File: src/rtl/ft232r_reg_bridge.sv
// rtl/ft232r_reg_bridge.sv - byte-command to register-bus bridge behind the FT232R handshake adapter
// Parses 'W' addr dhi dlo / 'R' addr packets into register strobes and returns ACK, NAK or read data.
module ft232r_reg_bridge #(
    parameter int unsigned P_BYTE_TIMEOUT = 12000000,
    parameter int unsigned P_RD_TIMEOUT   = 255
) (
    input  logic        clk_i,
    input  logic        rst_i,
    input  logic        cmd_req_i,
    output logic        cmd_ack_o,
    input  logic [7:0]  cmd_data_i,
    output logic        rsp_req_o,
    input  logic        rsp_ack_i,
    output logic [7:0]  rsp_data_o,
    output logic [7:0]  reg_addr_o,
    output logic [15:0] reg_wr_data_o,
    output logic        reg_wr_en_o,
    output logic        reg_rd_en_o,
    input  logic [15:0] reg_rd_data_i,
    input  logic        reg_rd_valid_i,
    output logic        busy_o
);

    localparam logic [7:0]  OP_WRITE   = 8'h57;
    localparam logic [7:0]  OP_READ    = 8'h52;
    localparam logic [7:0]  RSP_ACK    = 8'h06;
    localparam logic [7:0]  RSP_NAK    = 8'h15;
    localparam logic [23:0] BYTE_LIMIT = 24'(P_BYTE_TIMEOUT - 1);
    localparam logic [7:0]  RD_LIMIT   = 8'(P_RD_TIMEOUT - 1);

    typedef enum logic [2:0] {
        S_IDLE,
        S_GET_ADDR,
        S_GET_DHI,
        S_GET_DLO,
        S_EXEC_WR,
        S_EXEC_RD,
        S_WAIT_RD,
        S_SEND
    } state_t;

    typedef enum logic [1:0] {
        TX_LOAD,
        TX_REQ,
        TX_GAP
    } tx_t;

    state_t      state_q, state_d;
    tx_t         tx_q, tx_d;
    logic        is_wr_q, is_wr_d;
    logic        cmd_ack_q, cmd_ack_d;
    logic        rsp_req_q, rsp_req_d;
    logic [7:0]  rsp_data_q, rsp_data_d;
    logic [7:0]  rsp_lo_q, rsp_lo_d;
    logic        rsp_two_q, rsp_two_d;
    logic [7:0]  reg_addr_q, reg_addr_d;
    logic [15:0] wr_data_q, wr_data_d;
    logic        wr_en_q, wr_en_d;
    logic        rd_en_q, rd_en_d;
    logic [23:0] byte_cnt_q, byte_cnt_d;
    logic [7:0]  rd_cnt_q, rd_cnt_d;

    logic receiving;
    logic in_get;
    logic byte_take;
    logic byte_timeout;

    always_ff @(posedge clk_i or posedge rst_i) begin
        if (rst_i) begin
            state_q    <= S_IDLE;
            tx_q       <= TX_LOAD;
            is_wr_q    <= 1'b0;
            cmd_ack_q  <= 1'b0;
            rsp_req_q  <= 1'b0;
            rsp_data_q <= 8'h00;
            rsp_lo_q   <= 8'h00;
            rsp_two_q  <= 1'b0;
            reg_addr_q <= 8'h00;
            wr_data_q  <= 16'h0000;
            wr_en_q    <= 1'b0;
            rd_en_q    <= 1'b0;
            byte_cnt_q <= 24'h000000;
            rd_cnt_q   <= 8'h00;
        end else begin
            state_q    <= state_d;
            tx_q       <= tx_d;
            is_wr_q    <= is_wr_d;
            cmd_ack_q  <= cmd_ack_d;
            rsp_req_q  <= rsp_req_d;
            rsp_data_q <= rsp_data_d;
            rsp_lo_q   <= rsp_lo_d;
            rsp_two_q  <= rsp_two_d;
            reg_addr_q <= reg_addr_d;
            wr_data_q  <= wr_data_d;
            wr_en_q    <= wr_en_d;
            rd_en_q    <= rd_en_d;
            byte_cnt_q <= byte_cnt_d;
            rd_cnt_q   <= rd_cnt_d;
        end
    end

    always_comb begin
        state_d    = state_q;
        tx_d       = tx_q;
        is_wr_d    = is_wr_q;
        cmd_ack_d  = cmd_ack_q;
        rsp_req_d  = rsp_req_q;
        rsp_data_d = rsp_data_q;
        rsp_lo_d   = rsp_lo_q;
        rsp_two_d  = rsp_two_q;
        reg_addr_d = reg_addr_q;
        wr_data_d  = wr_data_q;
        wr_en_d    = 1'b0;
        rd_en_d    = 1'b0;
        byte_cnt_d = 24'h000000;
        rd_cnt_d   = rd_cnt_q;

        in_get    = (state_q == S_GET_ADDR) || (state_q == S_GET_DHI) || (state_q == S_GET_DLO);
        receiving = (state_q == S_IDLE) || in_get;
        byte_take = receiving && cmd_req_i && !cmd_ack_q;

        // The ack release runs in every state so a handshake finishes even after we stop receiving.
        if (byte_take) begin
            cmd_ack_d = 1'b1;
        end else if (cmd_ack_q && !cmd_req_i) begin
            cmd_ack_d = 1'b0;
        end

        if (in_get && !byte_take) begin
            byte_cnt_d = byte_cnt_q + 24'd1;
        end
        byte_timeout = in_get && !byte_take && (byte_cnt_q == BYTE_LIMIT);

        case (state_q)
            S_IDLE: begin
                if (byte_take) begin
                    if (cmd_data_i == OP_WRITE) begin
                        is_wr_d = 1'b1;
                        state_d = S_GET_ADDR;
                    end else if (cmd_data_i == OP_READ) begin
                        is_wr_d = 1'b0;
                        state_d = S_GET_ADDR;
                    end else begin
                        rsp_data_d = RSP_NAK;
                        rsp_two_d  = 1'b0;
                        tx_d       = TX_LOAD;
                        state_d    = S_SEND;
                    end
                end
            end
            S_GET_ADDR: begin
                if (byte_take) begin
                    reg_addr_d = cmd_data_i;
                    state_d    = is_wr_q ? S_GET_DHI : S_EXEC_RD;
                end else if (byte_timeout) begin
                    state_d = S_IDLE;
                end
            end
            S_GET_DHI: begin
                if (byte_take) begin
                    wr_data_d[15:8] = cmd_data_i;
                    state_d         = S_GET_DLO;
                end else if (byte_timeout) begin
                    state_d = S_IDLE;
                end
            end
            S_GET_DLO: begin
                if (byte_take) begin
                    wr_data_d[7:0] = cmd_data_i;
                    state_d        = S_EXEC_WR;
                end else if (byte_timeout) begin
                    state_d = S_IDLE;
                end
            end
            S_EXEC_WR: begin
                wr_en_d    = 1'b1;
                rsp_data_d = RSP_ACK;
                rsp_two_d  = 1'b0;
                tx_d       = TX_LOAD;
                state_d    = S_SEND;
            end
            S_EXEC_RD: begin
                rd_en_d  = 1'b1;
                rd_cnt_d = 8'h00;
                state_d  = S_WAIT_RD;
            end
            S_WAIT_RD: begin
                rd_cnt_d = rd_cnt_q + 8'd1;
                // Data arriving on the timeout cycle still wins over the NAK.
                if (reg_rd_valid_i) begin
                    rsp_data_d = reg_rd_data_i[15:8];
                    rsp_lo_d   = reg_rd_data_i[7:0];
                    rsp_two_d  = 1'b1;
                    tx_d       = TX_LOAD;
                    state_d    = S_SEND;
                end else if (rd_cnt_q == RD_LIMIT) begin
                    rsp_data_d = RSP_NAK;
                    rsp_two_d  = 1'b0;
                    tx_d       = TX_LOAD;
                    state_d    = S_SEND;
                end
            end
            S_SEND: begin
                // LOAD gives one cycle of stable data before the rise; GAP+LOAD keep req low two cycles.
                case (tx_q)
                    TX_LOAD: begin
                        rsp_req_d = 1'b1;
                        tx_d      = TX_REQ;
                    end
                    TX_REQ: begin
                        if (rsp_ack_i) begin
                            rsp_req_d = 1'b0;
                            if (rsp_two_q) begin
                                rsp_two_d  = 1'b0;
                                rsp_data_d = rsp_lo_q;
                                tx_d       = TX_GAP;
                            end else begin
                                tx_d    = TX_LOAD;
                                state_d = S_IDLE;
                            end
                        end
                    end
                    TX_GAP: begin
                        tx_d = TX_LOAD;
                    end
                    default: begin
                        tx_d = TX_LOAD;
                    end
                endcase
            end
            default: begin
                state_d = S_IDLE;
            end
        endcase
    end

    assign cmd_ack_o     = cmd_ack_q;
    assign rsp_req_o     = rsp_req_q;
    assign rsp_data_o    = rsp_data_q;
    assign reg_addr_o    = reg_addr_q;
    assign reg_wr_data_o = wr_data_q;
    assign reg_wr_en_o   = wr_en_q;
    assign reg_rd_en_o   = rd_en_q;
    assign busy_o        = (state_q != S_IDLE);

endmodule
File: config.mk
export PLATFORM = sky130hd
export DESIGN_NAME = ft232r_reg_bridge
export DESIGN_NICKNAME = d
export VERILOG_FILES = /design/src/rtl/ft232r_reg_bridge.sv
export SDC_FILE = /design/constraint.sdc
export NUM_CORES = 1
export LEC_CHECK = 0
export BUFFER_PORTS_ARGS = -buffer_cell sky130_fd_sc_hd__buf_4
export CELL_PAD_IN_SITES_DETAIL_PLACEMENT = 2
export CELL_PAD_IN_SITES_GLOBAL_PLACEMENT = 2
export CORE_MARGIN = 2
export CORE_UTILIZATION = 32
export CTS_CLUSTER_DIAMETER = 40
export DETAILED_ROUTE_END_ITERATION = 8
export PLACE_DENSITY_LB_ADDON = 0.12
export SLEW_MARGIN = 20
export SYNTH_ARGS = -nofsm -noshare
export SYNTH_HDL_FRONTEND = slang
export SYNTH_SLANG_ARGS = --single-unit
export TNS_END_PERCENT = 1
File: constraint.sdc
create_clock -name clk_i -period 2.3 [get_ports clk_i]
set_clock_uncertainty 0.2 [all_clocks]
set_input_delay 0.23 -clock clk_i [delete_from_list [all_inputs] [get_ports clk_i]]
set_output_delay 0.23 -clock clk_i [all_outputs]
set_load 0.03 [all_outputs]
Yosys cells after proc, flatten, opt, wreduce, memory -nomap -nowiden. Index checks and enable logic that the tools add are counted.

Register bits after elaboration: 83. Word-level logic and storage cells: 117. Output and inout bits: 37.

Mux-type cells: 49. Add/subtract/negate cells: 2. Reduce and logical (&&, ||, !) cells: 29. Equal/unequal tests: 22.

Operators by type and width (count): 8-bit two-way mux (8); 3-bit two-way mux (13); 8-bit case mux with 4 select lines (1); 24-bit by 1-bit adder with 24-bit output (second input constant) (1); 24-bit equality test (second input constant) (1); 24-bit two-way mux (1); 3-bit case mux with 8 select lines (1); 8-bit by 7-bit equality test with 1-bit output (second input constant) (2); 2-bit inequality test (second input constant) (8); 8-bit case mux with 2 select lines (1); 2-bit two-way mux (7); 1-bit two-way mux (13); 3-bit equality test (second input constant) (4); 8-bit by 1-bit adder with 8-bit output (second input constant) (1); 8-bit equality test (second input constant) (1); 2-bit case mux with 4 select lines (1); 2-bit AND reduction (4); 8-bit AND reduction (1); 2-bit nonzero test (4); 7-bit AND reduction (1); 3-bit by 2-bit equality test with 1-bit output (second input constant) (2); 3-bit inequality test (second input constant) (2); 3-bit AND reduction (2); 6-bit AND reduction (1); 13 further kinds (21).

Logic depth before layout (Yosys ltp). Gate-level depths: netlist of run 1.

Word-level depth: 12. Gate-level depth with buffers: 8.

Worst setup path after synthesis of run 1. No wires, ideal clock.

Path type: register to register. Start point: register state_q[1]. End point: register rsp_data_q[0] (netlist: rsp_data_o[0]). Arrival: 1755 ps. Path slack: 220 ps. Path buffers: 1. Cell stages (with the launch flop): 7. Required time: 1975 ps. Cells stage by stage: dfrtp_1 > or3_1 > nand2b_1 > nand3_2 > or2_1 > buf_6 > mux2_4.

Longest elaborated chain between the ends: 8. Elaborated cells on any way between the ends: 22. Classes of those cells: eq/ne (13); mux (1); reduce/logical (8).

Ends and longest elaborated chain: start: declaration (RTL line 48) `state_t state_q, state_d;`; start signal: assignment (RTL line 85) `state_q <= state_d;`; 3-bit by 1-bit equality test with 1-bit output or 3-bit by 2-bit equality test with 1-bit output (tied branches) (RTL line 118) `in_get = (state_q == S_GET_ADDR) || (state_q == S_GET_DHI) || (state_q == S_GET_DLO);`; 1-bit logical OR (2 in series) (RTL line 118); 1-bit logical OR (RTL line 119) `receiving = (state_q == S_IDLE) || in_get;`; 1-bit logical AND (2 in series) (RTL line 120) `byte_take = receiving && cmd_req_i && !cmd_ack_q;`; 2-bit inequality test (no source line); 8-bit AND reduction (no source line); end signal: assignment (RTL line 90) `rsp_data_q <= rsp_data_d;`; end: declaration (RTL line 53) `logic [7:0] rsp_data_q, rsp_data_d;`.

Parallel ways exist; a longest one is shown, timed or not. A chain may end at the register's enable or synchronous reset.

Worst setup path in the final report of run 1.
Start point: input cmd_data_i[5]. End point: register rsp_data_q[1] (netlist: rsp_data_o[1]).

Longest elaborated chain between the ends: 3. Elaborated cells on any way between the ends: 5. Classes of those cells: eq/ne (4); reduce/logical (1).

Ends and longest elaborated chain: start: declaration (RTL line 11) `input logic [7:0] cmd_data_i,`; 8-bit by 7-bit equality test with 1-bit output, on equally long branches (RTL line 140, 137); 2-bit inequality test (no source line); 8-bit AND reduction (no source line) *.

Every way passes the cells marked *; elsewhere a longest branch is shown, timed or not.

==> reports/metrics.cfg, run 1 <==
[grt]
grt_pass1_wl_um = 17900
grt-ovfl-total = 0
grt_max_degree = 33
grt_use_total_pct = 17.4
first_global_vias = 3518
antenna_found_initial = 0

[route]
via_count = 3168
wl_per_cell_um = 17.2
drc_errors = 0
drtIter0Drc = 79
final_antenna_net_count = 0
firstDrtPassIters = 4
vias_per_cell = 5.07
finalWirelength_um = 10700

[place]
dp_hpwl_um = 7560
place_ws_ps = 157
io_buffer_count = 65
place_area_um2 = 4720
gp_congestion = 0.768

[yosys]
netlist_area_um2 = 3930
synth_cell_types = 50
synth_sequential_area_ratio_pct = 52.8
syn_avg_cell_area_um2 = 10.6
yosysWarnings = 0
ys.flop_type = dfrtp_1
synth_edf_count = 0
synth.area.top_cells = dfrtp_1 53%, mux2_2 6.9%, nand2_1 4.6%
syn_inst = 371
synth-seq-cells = 83
yosysTopAreaCellShare_pct = 52.8
synth.most_common_cell = dfrtp_1
ys_async_sr_fraction_pct = 100
synth_nets = 403
synth_commonest_cells = 83 x dfrtp_1, 48 x nand2_1, 42 x nor2_1
synth_area_leader_cell = dfrtp_1

[clock_tree]
clock-sinks = 83
clkSlewWorstSetupHoldPaths_ps = 60
clk_latency_ps = 340
cts_buffers = 9
cts_max_level = 3
cts_tree = yes
clockBufferDepth = 2
root_buffer = clkbuf_16

[run_status]
status = completed

[floorplan]
ios = 66
start_util_pct = 32.7
die_area_um2 = 13200
fp.dieH_um = 115
coreArea_um2 = 12000
dieWidth_um = 115
rows = 40

[timing]
max_slew_margin_pct = 63.4
finalCritPeriodShare_pct = 96.5
tightest_slew_ps = 548
fin_ws_ps = 80.4
fmax_mhz = 451
drv_slew = 0
period_minus_slack_ps = 2220
hold_viol_final = 0
setup_violations = 0

[critical_path]
endpoint_kind = flip-flop
ff2ff_setup_slack_ps = 170
crit_fanout = 8
crit_type = in -> reg
rr_endpoint = rsp_data_o[1]$_DFFE_PP0P_
required_ps = 2320
reg2reg_from = state_q[1]$_DFFE_PP0P_
reg2reg_depth = 6
crit_path_start_kind = primary input
arrival_ps = 2240

[power_and_ir_drop]
vdd_ir_drop_max_v = 0.000539
p_leak_uw = 0.00243
p_total_uw = 6760
pwr_density_cell_nw_per_um2 = 1290

[layout]
areaGrowthSynthToFinish_pct = 33.7
fin_util_pct = 43.8
final_nets = 505
fin_area_um2 = 5260
final_layout_size_suffix_gt1_share_pct = 29.7
antenna_cells = 0

[hold_path]
hold_class = in -> reg
hold_start = rsp_ack_i
min_to = tx_q[1]$_DFFE_PP0P_
holdPathStages = 3

[job]
cap_violations = 0

cells by family (layout without fill, tap and decap cells):
kind of cell | count (synthesis) | in the layout | share of synthesized area [%]
AND/OR/NAND/NOR | 155 | 155 | 19.4
flip-flops | 83 | 83 | 52.8
AO/OA/AOI/OAI | 53 | 53 | 8.97
multiplexers | 32 | 32 | 9.93
XOR/XNOR | 23 | 23 | 5.12
buffers and inverters | 22 | 129 | 2.80
adder cells (fa/ha/maj) | 3 | 3 | 0.955
metal layers:
layer  global-route usage, %  vias up  routed length (um)
met5                       0        -                   0
met4                    7.63        0                 218
met3                    4.06       14                 380
met2                    28.4       53                5250
met1                    22.0     1607                4880
li1                        -     1494                   -
flip-flops by register name, indices dropped and copies added (netlist names), 2 cells and up:
signal         count
rsp_lo_q           8
reg_wr_data_o     16
state_q            3
reg_addr_o         8
byte_cnt_q        24
rsp_data_o         8
tx_q               2
rd_cnt_q           8
critical path: stages:
cell	delay, ps
dlygate4sd3_1	540
buf_4	150
nor4bb_2	300
nand4b_1	220
a22oi_1	190
or2_1	170
buf_12	150
mux2_4	300
final cells by class:
cell class / count / area [um^2]
timing repair buffer: 104 / 863
tap: 147 / 184
clock buffer: 11 / 243
sequential: 83 / 2080
multi-input combinational: 266 / 1750
clock inverter: 5 / 100
fill: 1274 / 6750
inverter: 9 / 37.5
cells in the final DEF, fill, tap and decap left out, types with 9 or more instances in the layout:
| cell | count |
|---|---|
| dfrtp_1 | 83 |
| buf_4 | 83 |
| nand2_1 | 48 |
| nor2_1 | 41 |
| mux2_2 | 24 |
| dlygate4sd3_1 | 18 |
| o21ai_0 | 17 |
| xor2_1 | 17 |
| nand3_1 | 14 |
| nand4_1 | 12 |
| clkbuf_16 | 9 |
worst max path at each step:
stage                            from                         to  slack (ps)  cells past startpoint
2_1_floorplan  state_q[1]$_DFFE_PP0P_  rsp_data_o[0]$_DFFE_PP0P_         220                      6
3_3_place_gp   state_q[1]$_DFFE_PP0P_  rsp_data_o[5]$_DFFE_PP0P_         240                      6
3_5_place_dp   state_q[1]$_DFFE_PP0P_    rsp_lo_q[0]$_DFFE_PP0P_         160                      7
4_1_cts                 cmd_data_i[5]  rsp_data_o[1]$_DFFE_PP0P_          10                      8
5_1_grt                 cmd_data_i[5]  rsp_data_o[5]$_DFFE_PP0P_         -50                      8
6_report                cmd_data_i[5]  rsp_data_o[1]$_DFFE_PP0P_          80                      8
stage by stage:
| stage | setup TNS [ps] | std cells | hold slack (ps) |
|---|---|---|---|
| global route | -319 | 625 | 32.7 |
| floorplan | 0 | 371 | 135 |
| finish | 0 | 625 | 19.9 |
| global placement | 0 | 590 | 116 |
| CTS | 0 | 624 | 3.85 |
| detailed placement | 0 | 590 | 126 |
where the power goes:
part	switching [uW]	internal [uW]	total, uW
sequential	329	1900	2230
clock	577	1090	1660
combinational	1620	1250	2870
repair_timing:
action | 4_1_cts | 5_1_grt
gates resized for setup | 0 | 2
setup endpoints to repair | 0 | 13
setup buffers | 0 | 1
hold buffers | 18 | 0
endpoints found under the hold margin | 53 | 0
Note: power is estimated with default switching activity, not from simulation.
==> run 2, diff against run 1 <==
HOLD_SLACK_MARGIN = 0.03   (was unset)
==> reports/metrics.cfg, run 2 (synthesized netlist as in run 1, its figures left out) <==
[grt]
grt_max_degree = 33
first_global_vias = 3516
grt_pass1_wl_um = 18000
grt-ovfl-total = 0
grt_use_total_pct = 17.5
antenna_found_initial = 0

[critical_path]
reg2reg_from = state_q[1]$_DFFE_PP0P_
cp-endpoint = rsp_data_o[1]$_DFFE_PP0P_
slowest_stage = dlygate4sd3_1
endpoint_kind = flip-flop
required_ps = 2330
crit_fanout = 8
crit_path_start_kind = primary input
arrival_ps = 2240
reg2reg_depth = 6
cp_cell_sequence = dlygate4sd3_1 -> buf_4 -> nor4bb_2 -> nand4b_1 -> a22oi_1 -> or2_1 -> buf_12 -> mux2_4
crit_type = in -> reg
rr_endpoint = rsp_data_o[1]$_DFFE_PP0P_
cpPeakStageDelay_ps = 540
ff2ff_setup_slack_ps = 170
crit_path_start = cmd_data_i[5]

[floorplan]
coreArea_um2 = 12000
fp.dieH_um = 115
dieWidth_um = 115
rows = 40
die_area_um2 = 13200
ios = 66
start_util_pct = 32.7

[layout]
final_layout_size_suffix_gt1_share_pct = 29.5
regArea_um2 = 2080
layout_common_cells = 83 x dfrtp_1, 83 x buf_4, 48 x nand2_1
fin_area_um2 = 5290
antenna_cells = 0
final_nets = 508
top_register = byte_cnt_q
fillCellCount = 1274
multiInputGateArea_um2 = 1750
fin_util_pct = 44.0
areaGrowthSynthToFinish_pct = 34.5
largest_reg_flops = 24

[clock_tree]
cts_buffers = 9
clkSlewWorstSetupHoldPaths_ps = 60
clockBufferDepth = 2
clock-sinks = 83
clk_latency_ps = 340
root_buffer = clkbuf_16
cts_tree = yes
cts_max_level = 3

[power_and_ir_drop]
p_leak_uw = 0.00244
p_total_uw = 6760
vdd_ir_drop_max_v = 0.000540
pwr_density_cell_nw_per_um2 = 1280

[route]
vias_per_cell = 5.05
firstDrtPassIters = 4
drc_errors = 0
final_antenna_net_count = 0
drtIter0Drc = 84
wl_per_cell_um = 17.2
finalWirelength_um = 10800
via_count = 3170

[timing]
max_slew_margin_pct = 63.4
setup_violations = 0
hold_viol_final = 0
drv_slew = 0
tightest_slew_ps = 548
period_minus_slack_ps = 2220
fmax_mhz = 451
finalCritPeriodShare_pct = 96.5

[job]
cap_violations = 0

[place]
io_buffer_count = 65
dp_hpwl_um = 7560
place_area_um2 = 4720
gp_congestion = 0.768

[run_status]
status = completed

[hold_path]
hold_class = in -> reg

## run 2: cell count changes in the layout (fill, tap and decap cells not counted)
cell / previous run / this run
dlygate4sd3_1: 18 / 21
## run 2: cell type report
type                       instances  share of cell area (%)
sequential                        83                    39.3
multi-input combinational        266                    33.2
clock inverter                     5                    1.89
inverter                           9                   0.710
tap                              147                    3.48
timing repair buffer             107                    16.9
clock buffer                      11                    4.59
## run 2: repair_timing
action	CTS	global route
hold buffers	21	0
setup buffers	0	1
gates resized for setup	0	2
endpoints found under the hold margin	57	0
setup endpoints to repair	0	10
## run 2: metal layers
layer | global-route usage [%] | vias to the layer above | share of wire [%]
met1 | 22.2 | 1604 | 45
li1 | - | 1499 | -
met4 | 7.39 | 0 | 1.9
met5 | 0 | - | 0
met2 | 28.9 | 54 | 49
met3 | 3.90 | 13 | 3.3
## run 2: worst min path at each step
| stage | start | slack [ps] | depth (start not counted) | endpoint |
|---|---|---|---|---|
| finish | reg_rd_data_i[14] | 50 | 3 | rsp_data_o[6]$_DFFE_PP0P_ |
| global route | reg_rd_data_i[14] | 40 | 3 | rsp_data_o[6]$_DFFE_PP0P_ |
| CTS | reg_rd_data_i[14] | 40 | 3 | rsp_data_o[6]$_DFFE_PP0P_ |
| detailed placement | rst_i | 130 | 2 | byte_cnt_q[12]$_DFF_PP0_ |
| global placement | rst_i | 120 | 2 | byte_cnt_q[12]$_DFF_PP0_ |
| floorplan | reg_rd_data_i[0] | 140 | 2 | rsp_lo_q[0]$_DFFE_PP0P_ |
## run 2: critical path: cells and delay by family
kind | cells | cell delay, ps
buf+inv | 3 | 840
mux | 1 | 300
simple gates | 3 | 690
compound gates | 1 | 190
## run 2: power by group
part / total, uW / internal, uW / switching (uW)
Sequential: 2230 / 1900 / 328
Combinational: 2870 / 1250 / 1620
Clock: 1670 / 1090 / 578
Total: 6760 / 4240 / 2520
## run 2: through the flow
| stage | hold WS (ps) | TNS, ps | setup slack, ps | cells |
|---|---|---|---|---|
| after detailed placement | 126 | 0 | 157 | 590 |
| final | 46.3 | 0 | 80.8 | 628 |
| after CTS | 35.1 | 0 | 10.4 | 627 |
| after global routing | 44.7 | -320 | -45.8 | 628 |
| after global placement | 116 | 0 | 241 | 590 |
| after floorplan | 135 | 0 | 220 | 371 |
